### src/rtl/game_engine_ue_pkg.sv
// Shared cell/state codes, BCD saturation value and LFSR step for the unicorn game engine.
package game_engine_ue_pkg;

    typedef enum logic [1:0] {
        CELL_EMPTY = 2'd0,
        CELL_LOW   = 2'd1,
        CELL_HIGH  = 2'd2
    } cell_e;

    typedef enum logic [1:0] {
        ST_IDLE = 2'd0,
        ST_RUN  = 2'd1,
        ST_DEAD = 2'd2
    } state_e;

    localparam logic [31:0] BCD_SAT = 32'h9999_9999;

    // Fibonacci LFSR, taps 16,14,13,11
    function automatic logic [15:0] lfsr_step(input logic [15:0] s);
        return {s[14:0], s[15] ^ s[13] ^ s[12] ^ s[10]};
    endfunction

endpackage

### src/rtl/game_engine_ue_bcd_counter8.sv
// 8-digit packed-BCD incrementer, one-cycle update, saturating at 9999_9999.
module bcd_counter8
    import game_engine_ue_pkg::*;
(
    input  logic        clk,
    input  logic        reset,
    input  logic        clr,
    input  logic        inc,
    output logic [31:0] q
);
    logic [31:0] q_q;
    logic [31:0] q_d;
    logic [31:0] inc_val;

    always_comb begin
        logic carry;
        carry   = 1'b1;
        inc_val = q_q;
        for (int k = 0; k < 8; k++) begin
            if (carry) begin
                if (q_q[4*k +: 4] == 4'd9) begin
                    inc_val[4*k +: 4] = 4'd0;
                end else begin
                    inc_val[4*k +: 4] = q_q[4*k +: 4] + 4'd1;
                    carry             = 1'b0;
                end
            end
        end
        q_d = q_q;
        if (clr) begin
            q_d = '0;
        end else if (inc && (q_q != BCD_SAT)) begin
            q_d = inc_val;
        end
    end

    always_ff @(posedge clk) begin
        if (reset) begin
            q_q <= '0;
        end else begin
            q_q <= q_d;
        end
    end

    assign q = q_q;

endmodule

### src/rtl/game_engine_ue.sv
// Unicorn game state: button sync, IDLE/RUN/DEAD FSM, scrolling obstacle map, jump timer, BCD score.
// Button presses act 3 cycles after the pin edge; start/dead follow the state one cycle later.
module game_engine_ue
    import game_engine_ue_pkg::*;
#(
    parameter int          TICK_DIV   = 50_000_000,
    parameter int          JUMP_TICKS = 2,
    parameter int          MIN_GAP    = 2,
    parameter logic [15:0] LFSR_SEED  = 16'hACE1
) (
    input  logic        CLK100MHZ,
    input  logic        reset,
    input  logic        btn_start,
    input  logic        btn_jump,
    output logic [15:0] map,
    output logic        start,
    output logic        jump,
    output logic        dead,
    output logic [31:0] score
);
    localparam logic [31:0] TICK_LAST = 32'(TICK_DIV - 1);
    localparam logic [7:0]  JUMP_LOAD = 8'(JUMP_TICKS);
    localparam logic [7:0]  GAP_LOAD  = 8'(MIN_GAP);

    logic [2:0]  start_sync_q, jump_sync_q;
    logic        start_edge, jump_edge;
    state_e      state_q, state_d;
    logic [15:0] map_q, map_d;
    logic        jump_q, jump_d;
    logic [7:0]  jcnt_q, jcnt_d;
    logic [7:0]  gap_q, gap_d;
    logic [15:0] lfsr_q, lfsr_d;
    logic [31:0] tick_cnt_q, tick_cnt_d;
    logic        start_q, dead_q;
    logic        tick, collision;
    logic        score_clr, score_inc;
    cell_e       gen;

    // Two synchronizer flops, the third holds the previous level for edge detection
    always_ff @(posedge CLK100MHZ) begin
        if (reset) begin
            start_sync_q <= '0;
            jump_sync_q  <= '0;
        end else begin
            start_sync_q <= {start_sync_q[1:0], btn_start};
            jump_sync_q  <= {jump_sync_q[1:0], btn_jump};
        end
    end

    assign start_edge = start_sync_q[1] & ~start_sync_q[2];
    assign jump_edge  = jump_sync_q[1] & ~jump_sync_q[2];
    assign tick       = (state_q == ST_RUN) && (tick_cnt_q == TICK_LAST);
    assign collision  = (state_q == ST_RUN) &&
                        ((map_q[15:14] == CELL_LOW && !jump_q) ||
                         (map_q[15:14] == CELL_HIGH && jump_q));

    always_comb begin
        state_d    = state_q;
        map_d      = map_q;
        jump_d     = jump_q;
        jcnt_d     = jcnt_q;
        gap_d      = gap_q;
        lfsr_d     = lfsr_q;
        tick_cnt_d = tick_cnt_q;
        score_clr  = 1'b0;
        score_inc  = 1'b0;
        gen        = CELL_EMPTY;
        if (gap_q == 8'd0) begin
            unique case (lfsr_q[1:0])
                2'd1:    gen = CELL_LOW;
                2'd2:    gen = CELL_HIGH;
                default: gen = CELL_EMPTY;
            endcase
        end

        unique case (state_q)
            ST_IDLE: begin
                if (start_edge) begin
                    state_d    = ST_RUN;
                    tick_cnt_d = '0;
                    jump_d     = 1'b0;
                    score_clr  = 1'b1;
                end
            end
            ST_RUN: begin
                // A collision freezes everything, including a coincident tick
                if (collision) begin
                    state_d = ST_DEAD;
                end else begin
                    tick_cnt_d = tick ? '0 : tick_cnt_q + 32'd1;
                    if (jump_edge && !jump_q) begin
                        jump_d = 1'b1;
                        jcnt_d = JUMP_LOAD;
                    end else if (tick && jump_q) begin
                        if (jcnt_q == 8'd1) jump_d = 1'b0;
                        else                jcnt_d = jcnt_q - 8'd1;
                    end
                    if (tick) begin
                        map_d     = {map_q[13:0], gen};
                        lfsr_d    = lfsr_step(lfsr_q);
                        score_inc = 1'b1;
                        if (gap_q != 8'd0)           gap_d = gap_q - 8'd1;
                        else if (gen != CELL_EMPTY) gap_d = GAP_LOAD;
                    end
                end
            end
            ST_DEAD: begin
                if (start_edge) begin
                    state_d = ST_IDLE;
                    map_d   = '0;
                    jump_d  = 1'b0;
                end
            end
            default: state_d = ST_IDLE;
        endcase
    end

    always_ff @(posedge CLK100MHZ) begin
        if (reset) begin
            state_q    <= ST_IDLE;
            map_q      <= '0;
            jump_q     <= 1'b0;
            jcnt_q     <= '0;
            gap_q      <= '0;
            lfsr_q     <= LFSR_SEED;
            tick_cnt_q <= '0;
            start_q    <= 1'b0;
            dead_q     <= 1'b0;
        end else begin
            state_q    <= state_d;
            map_q      <= map_d;
            jump_q     <= jump_d;
            jcnt_q     <= jcnt_d;
            gap_q      <= gap_d;
            lfsr_q     <= lfsr_d;
            tick_cnt_q <= tick_cnt_d;
            start_q    <= (state_q == ST_RUN);
            dead_q     <= (state_q == ST_DEAD);
        end
    end

    bcd_counter8 u_score (
        .clk   (CLK100MHZ),
        .reset (reset),
        .clr   (score_clr),
        .inc   (score_inc),
        .q     (score)
    );

    assign map   = map_q;
    assign jump  = jump_q;
    assign start = start_q;
    assign dead  = dead_q;

endmodule

### config.mk
export PLATFORM = sky130hd
export DESIGN_NAME = game_engine_ue
export DESIGN_NICKNAME = d
export VERILOG_FILES = /design/src/rtl/game_engine_ue_pkg.sv /design/src/rtl/game_engine_ue_bcd_counter8.sv /design/src/rtl/game_engine_ue.sv
export SDC_FILE = /design/constraint.sdc
export NUM_CORES = 1
export LEC_CHECK = 0
export ABC_AREA = 1
export CAP_MARGIN = 5
export CORE_UTILIZATION = 63
export CTS_CLUSTER_DIAMETER = 100
export DETAILED_ROUTE_END_ITERATION = 8
export PLACE_DENSITY_LB_ADDON = 0.08
export SLEW_MARGIN = 20
export SYNTH_ARGS = -nofsm -noshare
export SYNTH_HDL_FRONTEND = slang
export SYNTH_SLANG_ARGS = --single-unit
export TNS_END_PERCENT = 5
### constraint.sdc
create_clock -name CLK100MHZ -period 3.3 [get_ports CLK100MHZ]
set_clock_uncertainty 0.2 [all_clocks]
set_input_delay 0.99 -clock CLK100MHZ [delete_from_list [all_inputs] [get_ports CLK100MHZ]]
set_output_delay 0.99 -clock CLK100MHZ [all_outputs]
set_load 0.01 [all_outputs]
==> qor.csv <==
stage;metric;value;unit
finish;Non-Filler Instances;1236;
cts;Clk Latency, worst-skew pair;0.53;ns
status;status;complete, no violations;
critical_path;CP startpoint kind;register;
critical_path;worst reg2reg path depth;11;
sta;RSZ-0062 raised after global routing;false;
critical_path;CP max stage delay;0.60;ns
flow_run;MaxCap Viol Count;0;
cts;clock sinks;123;
sta;Worst-Margin Slew;0.629;ns
finish;final core occ;0.781;
finish;diodes inserted;0;
place;Final HPWL DP;9850;µm
sta;Final setup viols;0;
logic_synthesis;Top FF cell, synth;dfxtp_1;
floorplan;Horiz. Die Dim;104;µm
finish;register area;0.00246;mm²
cts;cts hold-fix bufs;0;
power;PD cells;451;mW/mm²
sta;Tcrit/Tclk final;0.848;
routing;Total Wirelength;15000;µm
place;pre-CTS WS;0.662;ns
cts;CTS H-tree depth;4;
floorplan;Initial Util;0.657;
power;leakage;3.12;nW
routing;Residual DRC;0;
critical_path;critical path required time;2.11;ns
sta;Hold Slack;0.197;ns
floorplan;Die Y-Extent;104;µm
sta;setup ws final;0.502;ns
cts;clk slew on worst S/H paths;0.06;ns
routing;Initial DRC Count;419;
critical_path;highest-delay cell along the critical path;clkdlybuf4s50_1;
hold_path;Hold Path Class;reg2reg;
sta;setup_tns;0;ns
routing;DR vias;6585;
cts;Root Driver;clkbuf_8;
grt;initial antenna violation count;0;
logic_synthesis;Yosys cell types;37;
grt;first-pass GRT wire length;25600;µm
place;cell total after placement;1205;
logic_synthesis;Post-Syn Instances;1033;
critical_path;reg2reg setup slack;0.67;ns
cts;number of buffers created by CTS;17;
cts;CTS tree;built;
floorplan;Die Area;0.0107;mm²
critical_path;cells along the critical path;clkdlybuf4s50_1;
floorplan;IO Pins;55;
sta;Worst slew margin;0.579;
logic_synthesis;sequential area share after synthesis;0.378;
logic_synthesis;post-synthesis average cell area;6.30;µm²
logic_synthesis;EDFF count, synth;0;
critical_path;CP top delay family;buffers and inverters;
finish;Nets;1100;
critical_path;WS Path Type;reg2out;
place;port bufs;54;
place;Final GP Congestion;0.889;
critical_path;CP arrival;1.61;ns
sta;Final Max Slew Viols;0;
logic_synthesis;flops & latches, synth;123;
sta;crit path time final;2.80;ns
sta;Final Hold Vio Count;0;
logic_synthesis;Ys Warns;0;
critical_path;worst-path fanout max;7;
critical_path;Critical path buffers and inverters;1;
cts;post-CTS sizing;0;
routing;WL per Instance;12.1;µm
hold_path;hold depth;2;
cts;post-CTS setup buffer count;0;
routing;ANT nets after route;0;
finish;layout cells sized above 1;0.0626;
logic_synthesis;ys async rst share;0;
power;VDD IR max;0.319;mV
critical_path;CP Depth;1;
cts;clk buf depth;2;
finish;P&R area growth vs syn;18.9;%
routing;DR vias/cell;5.33;
grt;All-Layer GR Usage;0.285;
logic_synthesis;Synthesized Nets;1042;
critical_path;Critical Path End Type;output port;
floorplan;FP Rows;36;
floorplan;core box area;0.00991;mm²
logic_synthesis;Mapped Area;0.00651;mm²
routing;first-pass detailed-route iteration total;5;
grt;gr ovfl total;0;
finish;multi-input logic area;0.00351;mm²
grt;largest net degree at the start of global routing;37;
sta;Max Fclk;357;MHz
grt;vias in the first global route;5920;
finish;filler instances;765;
synth_stat cells (2+ instances only):
cell type,number,share of area
nor2_2,5,0.0048
a21oi_1,56,0.043
buf_2,8,0.0062
nor2_1,220,0.13
xor2_1,17,0.023
nand2_2,2,0.0019
o22ai_1,2,0.0019
or2_2,5,0.0048
buf_4,3,0.0035
nor2_4,4,0.0069
clkbuf_1,14,0.0081
o21bai_1,3,0.0035
xnor2_1,4,0.0054
nand4_1,30,0.029
dfxtp_1,123,0.38
nor3_1,16,0.012
a21oi_2,2,0.0027
inv_2,3,0.0017
nand2_1,289,0.17
o211ai_1,5,0.0058
inv_1,102,0.059
clkinv_1,3,0.0017
nand3_1,77,0.059
o21ai_0,22,0.017
nor3b_1,2,0.0023
ha_1,5,0.0096
power by group:
group	total [W]	internal [W]	switching (W)
Combinational	0.000193	0.0000734	0.000120
Sequential	0.00153	0.00151	0.0000174
Clock	0.00177	0.00107	0.000701
Total	0.00349	0.00265	0.000838
sequential cells by signal, indices dropped and copies added (netlist names):
| signal | flops |
|---|---|
| dead | 1 |
| gap_q | 8 |
| jcnt_q | 8 |
| jump | 1 |
| jump_sync_q | 3 |
| lfsr_q | 16 |
| map | 16 |
| start | 1 |
| start_sync_q | 3 |
| state_q | 2 |
| tick_cnt_q | 32 |
| u_score.q | 32 |
layout by cell type, fill, tap and decap left out, types with 6 or more instances in the layout:
cell and count:
a21oi_1 56, buf_4 12, clkbuf_16 16, clkdlybuf4s50_1 54
clkinvlp_4 6, dfxtp_1 123, inv_1 102, nand2_1 289
nand3_1 77, nand4_1 30, nor2_1 220, nor3_1 16
o21ai_0 22, xor2_1 17
final timing paths:
kind,from,end
hold reg to reg,jump_sync_q[0],jump_sync_q[1]
hold / removal,jump_sync_q[0],jump_sync_q[1]
setup / recovery,jump,jump
setup reg to reg,tick_cnt_q[0],u_score.q[19]
final cells by class:
class / instances / share of cell area
sequential: 123 / 0.318
clock inverter: 14 / 0.0194
inverter: 109 / 0.0530
timing repair buffer: 66 / 0.0815
tap: 133 / 0.0215
multi-input combinational: 774 / 0.453
clock buffer: 17 / 0.0535
kinds of logic (layout without fill, tap and decap cells):
group,Yosys count,count (layout),synth area share
xor gates and xnor gates,21,21,0.0283
DFF,123,123,0.378
AOI/OAI and AO/OA,92,92,0.0761
buffers and inverters,136,206,0.0830
adders and majority gates,5,5,0.00961
and+or+nand+nor,656,656,0.425
routing by layer:
metal,GRT usage,wire [µm]
met4,0.133,415
met1,0.348,6760
met3,0.0642,739
met5,0,0
met2,0.476,7080
per-stage QoR:
stage	total power, W	cell area [µm²]
5_1_grt	0.00359	7740
4_1_cts	0.00350	7740
3_5_place_dp	0.00175	7180
3_3_place_gp	0.00175	7180
2_1_floorplan	0.00169	6510
6_report	0.00349	7740
Note: power is estimated with default switching activity, not from simulation.
